[src/rtl/z80_mem_wait_gen_if.sv]
`default_nettype none
// ============================================================================
//  Module      : z80_mem_wait_gen_if
//  Description : Bus bundle between the Z80 bus, the wait generator and the
//                RAM controller. The slave modport is the wait generator view;
//                the master modport is the view of whatever drives the Z80
//                strobes and answers memory requests.
//  Revision    : 1.0  initial release
// ============================================================================
interface z80_mem_wait_gen_if #(
  parameter int ADDR_W = 16
);
  // Z80 side
  logic              z80_mreq_n;
  logic              z80_rd_n;
  logic              z80_wr_n;
  logic [ADDR_W-1:0] z80_addr;
  logic [7:0]        z80_dout;
  logic [7:0]        z80_din;
  logic              ram_wait;

  // RAM controller side
  logic              mem_req;
  logic              mem_we;
  logic [ADDR_W-1:0] mem_addr;
  logic [7:0]        mem_wdata;
  logic              mem_ack;
  logic [7:0]        mem_rdata;

  // Status
  logic              timeout_err;

  modport slave (
    input  z80_mreq_n, z80_rd_n, z80_wr_n, z80_addr, z80_dout,
    input  mem_ack, mem_rdata,
    output z80_din, ram_wait,
    output mem_req, mem_we, mem_addr, mem_wdata,
    output timeout_err
  );

  modport master (
    output z80_mreq_n, z80_rd_n, z80_wr_n, z80_addr, z80_dout,
    output mem_ack, mem_rdata,
    input  z80_din, ram_wait,
    input  mem_req, mem_we, mem_addr, mem_wdata,
    input  timeout_err
  );
endinterface
`default_nettype wire

[src/rtl/z80_mem_wait_gen.sv]
`default_nettype none
// ============================================================================
//  Module      : z80_mem_wait_gen
//  Description : Memory-side responder for the Z80 bus. Each assertion of a
//                memory read/write strobe becomes exactly one req/ack
//                transaction towards the RAM controller, while ram_wait holds
//                the Z80 clock frozen until the access completes or times out.
//  Revision    : 1.0  initial release
// ============================================================================
module z80_mem_wait_gen #(
  parameter int ADDR_W  = 16,
  parameter int TIMEOUT = 255   // 1..1023 cycles waiting for mem_ack
) (
  input  wire                    clk,
  input  wire                    reset,
  z80_mem_wait_gen_if.slave      bus
);

  // Counter only needs to reach TIMEOUT-1; abort happens before any wrap.
  localparam int CW = $clog2(TIMEOUT + 1);
  localparam logic [CW-1:0] c_CNT_LAST = CW'(TIMEOUT - 1);

  localparam logic [1:0] c_ST_IDLE = 2'd0;
  localparam logic [1:0] c_ST_WAIT = 2'd1;
  localparam logic [1:0] c_ST_HOLD = 2'd2;

  logic [1:0]        r_state;
  logic              r_acc_q;
  logic [CW-1:0]     r_cnt;
  logic              r_ram_wait;
  logic              r_mem_req;
  logic              r_mem_we;
  logic [ADDR_W-1:0] r_mem_addr;
  logic [7:0]        r_mem_wdata;
  logic [7:0]        r_z80_din;
  logic              r_timeout_err;

  logic              w_acc;
  logic              w_start;

  // A real access needs MREQ plus RD or WR; refresh (MREQ only) never qualifies.
  // Only the rising edge of the qualified strobe starts a transaction.
  always_comb begin
    w_acc   = ~bus.z80_mreq_n & (~bus.z80_rd_n | ~bus.z80_wr_n);
    w_start = w_acc & ~r_acc_q;
  end

  // Access sequencer: IDLE -> WAIT (request outstanding) -> HOLD (until strobe release).
  always_ff @(posedge clk) begin
    if (reset) begin
      r_state       <= c_ST_IDLE;
      r_acc_q       <= 1'b0;
      r_cnt         <= '0;
      r_ram_wait    <= 1'b1;
      r_mem_req     <= 1'b0;
      r_mem_we      <= 1'b0;
      r_mem_addr    <= '0;
      r_mem_wdata   <= 8'h00;
      r_z80_din     <= 8'hFF;
      r_timeout_err <= 1'b0;
    end else begin
      r_acc_q       <= w_acc;
      r_timeout_err <= 1'b0;
      case (r_state)
        c_ST_IDLE: begin
          if (w_start) begin
            r_mem_addr  <= bus.z80_addr;
            r_mem_wdata <= bus.z80_dout;
            // RD and WR both low is resolved as a read.
            r_mem_we    <= ~bus.z80_wr_n & bus.z80_rd_n;
            r_mem_req   <= 1'b1;
            r_ram_wait  <= 1'b0;
            r_cnt       <= '0;
            r_state     <= c_ST_WAIT;
          end
        end
        c_ST_WAIT: begin
          // Ack wins over a timeout landing in the same cycle.
          if (bus.mem_ack) begin
            r_mem_req  <= 1'b0;
            r_ram_wait <= 1'b1;
            if (!r_mem_we) begin
              r_z80_din <= bus.mem_rdata;
            end
            r_state <= c_ST_HOLD;
          end else if (r_cnt == c_CNT_LAST) begin
            r_mem_req     <= 1'b0;
            r_ram_wait    <= 1'b1;
            r_timeout_err <= 1'b1;
            if (!r_mem_we) begin
              r_z80_din <= 8'hFF;
            end
            r_state <= c_ST_HOLD;
          end else begin
            r_cnt <= r_cnt + CW'(1);
          end
        end
        c_ST_HOLD: begin
          // Z80 runs again; wait for the strobe to go away so one
          // assertion yields exactly one transaction.
          if (!w_acc) begin
            r_state <= c_ST_IDLE;
          end
        end
        default: begin
          r_state    <= c_ST_IDLE;
          r_mem_req  <= 1'b0;
          r_ram_wait <= 1'b1;
        end
      endcase
    end
  end

  assign bus.ram_wait    = r_ram_wait;
  assign bus.mem_req     = r_mem_req;
  assign bus.mem_we      = r_mem_we;
  assign bus.mem_addr    = r_mem_addr;
  assign bus.mem_wdata   = r_mem_wdata;
  assign bus.z80_din     = r_z80_din;
  assign bus.timeout_err = r_timeout_err;

endmodule
`default_nettype wire

[src/flat_wrapper.sv]
// flat-port wrapper written by rule: the top's interface ports become plain ports
module z80_mem_wait_gen_flat 
#(
  parameter int ADDR_W  = 16,
  parameter int TIMEOUT = 255                                        
)
  (clk, reset, bus_z80_mreq_n, bus_z80_rd_n, bus_z80_wr_n, bus_z80_addr, bus_z80_dout, bus_mem_ack, bus_mem_rdata, bus_z80_din, bus_ram_wait, bus_mem_req, bus_mem_we, bus_mem_addr, bus_mem_wdata, bus_timeout_err);
  z80_mem_wait_gen_if #(.ADDR_W(ADDR_W)) bus_i ();
  input  wire clk;
  input  wire reset;
  input wire logic [$bits(bus_i.z80_mreq_n)-1:0] bus_z80_mreq_n;
  input wire logic [$bits(bus_i.z80_rd_n)-1:0] bus_z80_rd_n;
  input wire logic [$bits(bus_i.z80_wr_n)-1:0] bus_z80_wr_n;
  input wire logic [$bits(bus_i.z80_addr)-1:0] bus_z80_addr;
  input wire logic [$bits(bus_i.z80_dout)-1:0] bus_z80_dout;
  input wire logic [$bits(bus_i.mem_ack)-1:0] bus_mem_ack;
  input wire logic [$bits(bus_i.mem_rdata)-1:0] bus_mem_rdata;
  output wire logic [$bits(bus_i.z80_din)-1:0] bus_z80_din;
  output wire logic [$bits(bus_i.ram_wait)-1:0] bus_ram_wait;
  output wire logic [$bits(bus_i.mem_req)-1:0] bus_mem_req;
  output wire logic [$bits(bus_i.mem_we)-1:0] bus_mem_we;
  output wire logic [$bits(bus_i.mem_addr)-1:0] bus_mem_addr;
  output wire logic [$bits(bus_i.mem_wdata)-1:0] bus_mem_wdata;
  output wire logic [$bits(bus_i.timeout_err)-1:0] bus_timeout_err;
  assign bus_i.z80_mreq_n = bus_z80_mreq_n;
  assign bus_i.z80_rd_n = bus_z80_rd_n;
  assign bus_i.z80_wr_n = bus_z80_wr_n;
  assign bus_i.z80_addr = bus_z80_addr;
  assign bus_i.z80_dout = bus_z80_dout;
  assign bus_i.mem_ack = bus_mem_ack;
  assign bus_i.mem_rdata = bus_mem_rdata;
  assign bus_z80_din = bus_i.z80_din;
  assign bus_ram_wait = bus_i.ram_wait;
  assign bus_mem_req = bus_i.mem_req;
  assign bus_mem_we = bus_i.mem_we;
  assign bus_mem_addr = bus_i.mem_addr;
  assign bus_mem_wdata = bus_i.mem_wdata;
  assign bus_timeout_err = bus_i.timeout_err;
  z80_mem_wait_gen #(.ADDR_W(ADDR_W), .TIMEOUT(TIMEOUT)) u_core (.clk(clk), .reset(reset), .bus(bus_i));
endmodule
[config.mk]
export PLATFORM = sky130hd
export DESIGN_NAME = z80_mem_wait_gen_flat
export DESIGN_NICKNAME = d
export VERILOG_FILES = /design/src/rtl/z80_mem_wait_gen_if.sv /design/src/rtl/z80_mem_wait_gen.sv /design/src/flat_wrapper.sv
export SDC_FILE = /design/constraint.sdc
export NUM_CORES = 1
export LEC_CHECK = 0
export ABC_AREA = 1
export BUFFER_PORTS_ARGS = -buffer_cell sky130_fd_sc_hd__buf_2
export CORE_ASPECT_RATIO = 1.2
export CORE_MARGIN = 10
export CORE_UTILIZATION = 52
export DETAILED_ROUTE_END_ITERATION = 6
export GPL_ROUTABILITY_DRIVEN = 0
export HOLD_SLACK_MARGIN = 0.08
export PLACE_DENSITY = 0.8
export SYNTH_ARGS = -nofsm -noshare
export SYNTH_HDL_FRONTEND = slang
export SYNTH_SLANG_ARGS = --single-unit
[constraint.sdc]
create_clock -name clk -period 3.9 [get_ports clk]
set_clock_uncertainty 0.2 [all_clocks]
set_input_delay 0.975 -clock clk [delete_from_list [all_inputs] [get_ports clk]]
set_output_delay 0.975 -clock clk [all_outputs]
set_load 0.02 [all_outputs]
# [Word-level counts from Yosys, hierarchy flattened]
# Cells that the tools add are included.
# Widths: inputs -> output; s select.
[classes] add_sub_neg=1 n_eq_ne=8 muxes=22 n_bitwise=11 reduce_logical=9
[ops] op="$mux 8" n=7
[ops] op="$pmux 8 s2" n=1
[ops] op="$reduce_and 3->1" n=3
[ops] op="$add 8x1->8 const B" n=1
[ops] op="$eq 8x8->1 const B" n=1
[ops] op="$mux 2" n=4
[ops] op="$mux 1" n=7
[ops] op="$not 1->1" n=7
[ops] op="$ne 2x2->1 const B" n=3
[ops] op="$pmux 1 s3" n=2
[ops] op="$pmux 2 s3" n=1
[ops] op="$reduce_and 4->1" n=1
[ops] op="$reduce_bool 2->1" n=2
[ops] op="$and 1x1->1" n=3
[ops] op="$ne 3x2->1 const B" n=1
[ops] op="$reduce_or 3->1" n=1
[ops] op="$eq 2x1->1 const B" n=1
[ops] op="$eq 2x2->1 const B" n=1
[ops] op="$logic_not 2->1" n=1
[ops] op="$ne 2x1->1 const B" n=1
[ops] op="$reduce_and 2->1" n=1
[ops] op="$or 1x1->1" n=1
[totals] reg_bits=47 output_inout_bits=36

# [Longest topological paths before layout]
# Gate-level depths: netlist (run 1).
[logic_depth] word_depth=6 depth_mapped=11 ltp_nobuf=10

# [Least setup slack after synthesis (run 1)]
# No wires, ideal clock.
[synth_timing] kind="input to register" startpoint="in bus_z80_rd_n" endpoint="reg u_core.r_cnt[4]" setup_time_ns=0.118 t_arrival_ns=1.663 path_slack_ns=1.919 path_stages=5 path_buffers=1 path_cell_list="a21oi_2 -> nand3_2 -> buf_2 -> a22oi_1 -> nor2_1"
[synth_via] elab_chain_len=6
[synth_lines] element="from (decl)" line_no="flat_wrapper.sv:12" rtl="input wire logic [$bits(bus_i.z80_rd_n)-1:0] bus_z80_rd_n;"
[synth_lines] element="$not 1->1" line_no="z80_mem_wait_gen.sv:44" rtl="w_acc = ~bus.z80_mreq_n & (~bus.z80_rd_n | ~bus.z80_wr_n);"
[synth_lines] element="$or 1x1->1" line_no="z80_mem_wait_gen.sv:44"
[synth_lines] element="$and 1x1->1" line_no="z80_mem_wait_gen.sv:44"
[synth_lines] element="$and 1x1->1" line_no="z80_mem_wait_gen.sv:45" rtl="w_start = w_acc & ~r_acc_q;"
[synth_lines] element="$ne 2x1->1 (no source line)"
[synth_lines] element="$reduce_and 4->1 (no source line)"
[synth_lines] element="to (signal assigned)" line_no="z80_mem_wait_gen.sv:95" rtl="r_cnt <= r_cnt + CW'(1);"
[synth_lines] element="to (decl)" line_no="z80_mem_wait_gen.sv:29" rtl="logic [CW-1:0] r_cnt;"
# No other way between the ends.
# A chain may end at the register's enable or synchronous reset.

# [Worst setup path after layout (run 1)]
[layout_timing] startpoint="in bus_z80_rd_n" endpoint="reg u_core.r_mem_we (netlist: u_core.bus.mem_we)"
[layout_via] elab_chain_len=5
[layout_lines] element="$not 1->1" line_no="z80_mem_wait_gen.sv:44"
[layout_lines] element="$or 1x1->1" line_no="z80_mem_wait_gen.sv:44"
[layout_lines] element="$and 1x1->1" line_no="z80_mem_wait_gen.sv:44"
[layout_lines] element="$and 1x1->1" line_no="z80_mem_wait_gen.sv:45"
[layout_lines] element="$reduce_and 2->1 (no source line)"
[layout_lines] element="to (signal assigned)" line_no="z80_mem_wait_gen.sv:70" rtl="r_mem_we <= ~bus.z80_wr_n & bus.z80_rd_n;"
[layout_lines] element="to (decl)" line_no="z80_mem_wait_gen.sv:32" rtl="logic r_mem_we;"
# Several ways; a longest one is shown, not always the timed one.

==> run metrics, run 1 <==
clk slew on worst S/H paths=approximately 0.090 ns; Slew HR=approximately 40%; DRC viols=0; DR pass1 iterations=4; most frequent cell after synthesis=nor2_1; Row Count=24; Synth Net Count=303; top cell type's share of synthesized area=47.6%; Fin. Hold Viols=0; post-synthesis sequential area ratio=a little under half; Cell Area, Placed=2340 sq um; Total Power=0.00104 W; largest area contributor in the netlist=dfxtp_1; Inserted Clock Buffers=5; Final Non-Filler Cells=385; Synth top cells by count=67 x nor2_1, 47 x dfxtp_1, 33 x nand2_1; initial drt markers=108; mean post-synth cell area=7.52 sq um; Min-Delay Startpoint=u_core.bus.z80_din[6]$_SDFFE_PP1P_; Routed Antenna Nets=0; final core occ=66.7%; Setup crit start kind=primary input; vias in the first global route=1884; core area=3660 sq um; total congestion overflow=0; total negative setup slack=0 ns; register bit total from synthesis=47; EDFF count, synth=0; Crit Path Max Fanout=32; RSZ-0062 raised after global routing=false; Die Ht=87.5 um; Fillers=347; Max Cap Violations=0; synth unique cells=28; Sink Count=47; VDD IR max=224 uV; Die W=76.3 um; worst r2r src=u_core.r_state[0]$_SDFFE_PP0P_; Post-Syn Area=1980 sq um; Area contributors post-synth=dfxtp_1 48%, nor2_1 13%, o21ai_0 6.6%; via count=1929; placed cells=377; global-route usage over all layers=15.3%; CP Data Arrival Time=2.58 ns; antenna violations before repair=0; initial core utilization=between 50% and 60%; post-DP HPWL=3730 um; CTS resizes=0; Yosys Warn Count=0; CTS tree=done; Post-CTS Setup Inserts=0; Routed WL=~5000 um; Fmax achieved=393 MHz; Post-layout nets=between 300 and 400; leak pwr=roughly 1.1 nW; # IOs=74; post-synthesis cell count=263; CP Launch Point=bus_z80_rd_n; clk buf depth=2; share of cells above drive strength 1=30.9%; first-pass GRT wire length=8620 um; Final Cycle Share=65.2%; CTS Hold Bufs=0; Die Footprint=about 6700 sq um; worst skew pair latency=about 0.3 ns; critical path type=primary input to register; pin count of the biggest net entering global routing=38; Data required, critical path=3.94 ns; clock root buffer=clkbuf_8; final worst path period need=2.54 ns; Async S/R FF share, synth=0%; # diodes=0; H-tree depth=2; cell area after layout=roughly 2400 sq um; # port buffers=73; Via density=5.01; Final Setup Violations=0; Hold Crit Class=register to register; slew at the pin closest to its max-slew limit=about 0.89 ns; crit end category=register; P per Cell Area=roughly 420 nW/um^2; Synth Flop Type=dfxtp_1; WL per Instance=around 13 um; Synth-to-Final Area Change=23.5%; Max Transition Viols Final=0; status=finished, final reports clean
per-layer routing:
metal / vias up / GRT usage [%] / share of wire (%)
met5: - / 0 / 0
met4: 0 / 6.43 / 1.1
met3: 5 / 4.61 / 6.3
met2: 60 / 26.9 / 49
met1: 875 / 17.1 / 43
li1: 989 / - / -
layout make-up:
type | instances | area [sq um] | area share [%]
well taps | 52 | 65.1 | 2.66
inverters | 14 | 52.6 | 2.15
clock inverters | 2 | 16.3 | 0.666
clock buffers | 6 | 82.6 | 3.38
flip-flops and latches | 47 | 941 | 38.5
multi-input cells | 191 | 920 | 37.7
repair buffers | 73 | 365 | 15.0
cells in the final DEF, fill, tap and decap left out, types with 2 or more instances in the layout:
master    instances
inv_1            11
clkinv_1          2
o21ai_0          26
buf_2            73
or2_2             8
nand3_2           2
clkbuf_8          6
a21oi_1           9
nand2_2           6
nor2_2            2
nand4_1           9
dfxtp_1          47
nor3b_1           2
nand3_1          15
nor2_1           67
o21bai_1          2
ha_1              2
nand2_1          33
nand2_4           2
metrics by stage:
| stage | hold slack, ns | worst slack [ns] |
|---|---|---|
| after floorplan | 0.259 | 1.92 |
| after global placement | 0.238 | 1.06 |
| after detailed placement | 0.240 | 1.03 |
| after CTS | 0.260 | 1.35 |
| after global routing | 0.287 | 1.18 |
| final | 0.253 | 1.36 |
registers in the layout, summed over array words and instances (netlist names):
| register | cells |
|---|---|
| u_core.bus.z80_din | 8 |
| u_core.bus.mem_we | 1 |
| u_core.bus.mem_req | 1 |
| u_core.bus.mem_addr | 16 |
| u_core.r_cnt | 8 |
| u_core.bus.ram_wait | 1 |
| u_core.bus.timeout_err | 1 |
| u_core.r_acc_q | 1 |
| u_core.r_state | 2 |
| u_core.bus.mem_wdata | 8 |
logic make-up after synthesis:
group	count (synthesis)	share of synthesized area [%]
buffers and inverters	25	5.89
adder cells (fa/ha/maj)	2	1.27
AO/OA/AOI/OAI	40	10.7
flip-flops	47	47.6
AND/OR/NAND/NOR	149	34.6
report_power, final:
part / internal [W] / switching (W) / total, W
registers: 0.000515 / 0.0000202 / 0.000535
clock network: 0.000145 / 0.000163 / 0.000307
logic: 0.0000690 / 0.000124 / 0.000193
total: 0.000729 / 0.000307 / 0.00104
path summary, 6_finish.rpt:
path | end | slack, ns | cells after the start
setup / recovery | u_core.bus.mem_we$_SDFFE_PP0P_ | 1.36 | 6
hold / removal | u_core.bus.z80_din[6]$_SDFFE_PP1P_ | 0.25 | 2
setup reg to reg | u_core.bus.mem_we$_SDFFE_PP0P_ | 1.82 | 5
hold reg to reg | u_core.bus.z80_din[6]$_SDFFE_PP1P_ | 0.25 | 2
worst max-delay path, stage by stage:
cell,delay (ns)
buf_2,0.12
a21oi_2,0.19
nand3_2,0.47
inv_2,0.54
nand3b_1,0.13
a21oi_1,0.14
(Power assumes the default switching activity.)
==> run 2: changes to the inputs <==
- CORE_UTILIZATION: 52 -> 48
- PLACE_DENSITY: 0.8 -> 0.74
- clock period: 3.9 -> 2.35 ns (I/O delays scaled with it)
==> run 2 against run 1 <==
  * Total power increased by 66%
  * Worst hold slack better by 0.00093 ns
  * Cell count is 1.8% higher
  * Sequential power increased by 66%
  * Die area is 6.3% higher
  * Largest cell class unchanged
  * Setup slack got worse by 0.77 ns
  * Largest power group unchanged
  * Critical path depth grew 1
==> run metrics, run 2 (synthesis results as in run 1) <==
status=finished, final reports clean; Post-layout nets=377 (+1.3%); Buf/Inv on CP=3 (+1); share of cells above drive strength 1=32.0% (+1.0 points); crit end category=register; leak pwr=1.16 nW (+2.1%); slew at the pin closest to its max-slew limit=0.371 ns (-0.519 ns); Die Ht=90.3 um (+3.2%); H-tree depth=2 (unchanged); pin count of the biggest net entering global routing=20 (-47%); Routed Antenna Nets=0 (unchanged); vias in the first global route=1842 (-2.2%); Slowest-stage cell, CP=nand3_2; Final Cycle Share=75.2%; sw power=0.000504 W (+64%); Die W=78.6 um (+3.0%); clk slew on worst S/H paths=0.08 ns (about the same); Post-CTS Setup Inserts=0 (unchanged); commonest non-fill, non-tap cells in the layout=73 x buf_2, 67 x nor2_1, 47 x dfxtp_1, 33 x nand2_1, 26 x o21ai_0; worst r2r src=u_core.r_cnt[1]$_SDFFE_PP0P_; Sw Ratio=29.3% (-0.34 points); Crit Path Max Fanout=14 (-56%); WP depth=7 (+1); CTS resizes=0 (unchanged); antenna violations before repair=0 (unchanged); Clock power frac=29.2% (-0.5 points); clk buf depth=2 (unchanged); global-route usage over all layers=14.0% (-1.3 points); initial drt markers=92 (-15%); Final Non-Filler Cells=392 (+1.8%); final worst path period need=1.77 ns; Slowest Stage Delay on Critical Path=0.28 ns (-0.26 ns); Max Transition Viols Final=0 (unchanged); CP Cell Sequence=buf_2, a21oi_2, nand3_2, inv_2, buf_4, nor2_1, nor2_1; VDD IR max=399 uV (+78%); Min-Delay Startpoint=u_core.bus.z80_din[6]$_SDFFE_PP1P_; cell area after layout=2480 sq um (+1.6%); CTS tree=done; initial core utilization=49.8% (-4.2 points); pre-CTS setup slack=0.272 ns (-0.759 ns); Inserted Clock Buffers=5 (unchanged); Via density=4.96 (-0.97%); Fmax achieved=roughly 570 MHz; Synth-to-Final Area Change=25.6%; DRC viols=0 (unchanged); CP Launch Point=bus_z80_rd_n; # IOs=74 (unchanged); WL per Instance=12.8 um (-1.2%); core area=3970 sq um (+8.4%); Cell Area, Placed=2380 sq um (+1.7%); P per Cell Area=693 nW/um^2 (+63%); total congestion overflow=0 (unchanged); internal power=0.00122 W (+67%); flip-flop count of the largest register after layout=16 (unchanged); cell depth of the worst flop-to-flop path=8 (+3); RSZ-0062 raised after global routing=false; first-pass GRT wire length=8340 um (-3.3%); Cells on Worst Hold Path=2 (unchanged); DR pass1 iterations=4 (unchanged); share of power burned in registers=51.6% (about the same); Hold Crit Class=register to register; placed cells=384 (+1.9%); total negative setup slack=0 ns (unchanged); # diodes=0 (unchanged); worst skew pair latency=0.29 ns (about the same); CTS Hold Bufs=0 (unchanged); Final Setup Violations=0 (unchanged); via count=1945 (+0.83%); Logic pwr share=19.2% (+0.6 points); most frequent CP cell=nor2_1; post-DP HPWL=3770 um (+1.1%); Sink Count=47 (unchanged); Total Power=0.00172 W (+66%); clock root buffer=clkbuf_8; Row Count=25 (+4.2%); critical path type=primary input to register; critical path's top delay family=buffers and inverters; Setup WS post-layout=0.582 ns (-0.773 ns); Data required, critical path=2.38 ns (-1.56 ns); Die Footprint=7100 sq um (+6.3%); CP Data Arrival Time=1.80 ns (-0.78 ns); Routed WL=5030 um (+0.64%); Fin. Hold Viols=0 (unchanged); Max Cap Violations=0 (unchanged); Setup crit start kind=primary input; Slew HR=75.2% (+35 points); commonest non-fill, non-tap cell in the layout=buf_2; # port buffers=73 (unchanged)
[run 2: area by class of cell]
| cell class | instances | area (sq um) |
|---|---|---|
| clock inverter | 2 | 16.3 |
| sequential | 47 | 941 |
| timing repair buffer | 78 | 403 |
| multi-input combinational | 191 | 920 |
| clock buffer | 6 | 82.6 |
| tap | 54 | 67.6 |
| fill | 395 | 1490 |
| inverter | 14 | 52.6 |
[run 2: stage by stage]
step           hold WS (ns)  utilization, %
2_1_floorplan         0.259               -
3_3_place_gp          0.238            60.0
3_5_place_dp          0.238            60.0
4_1_cts               0.258            62.5
5_1_grt               0.286            62.5
6_report              0.254            62.5
[run 2: worst min-delay path: stages (launching register included)]
cell,delay [ns]
dfxtp_1,0.33
nand2_1,0.05
nand3_1,0.05
[run 2: power groups by stage]
stage,sequential (W),clock (W),combinational [W]
floorplan,0.000965,0,0.000160
global placement,0.000906,0,0.000329
detailed placement,0.000907,0,0.000334
CTS,0.000888,0.000517,0.000336
global route,0.000896,0.000550,0.000373
finish,0.000888,0.000502,0.000331
[run 2: worst paths after layout]
path	to	slack, ns
setup reg to reg	u_core.bus.z80_din[1]$_SDFFE_PP1P_	0.61
hold / removal	u_core.bus.z80_din[6]$_SDFFE_PP1P_	0.25
setup / recovery	u_core.bus.mem_addr[0]$_SDFFE_PP0P_	0.58
hold reg to reg	u_core.bus.z80_din[6]$_SDFFE_PP1P_	0.25
[run 2: layer usage]
layer	vias to the layer above	part of all wire (%)	GRT usage, %
li1	1001	-	-
met3	6	9.2	5.08
met2	66	47	23.3
met5	-	0	0
met4	0	1.4	4.94
met1	872	43	16.0
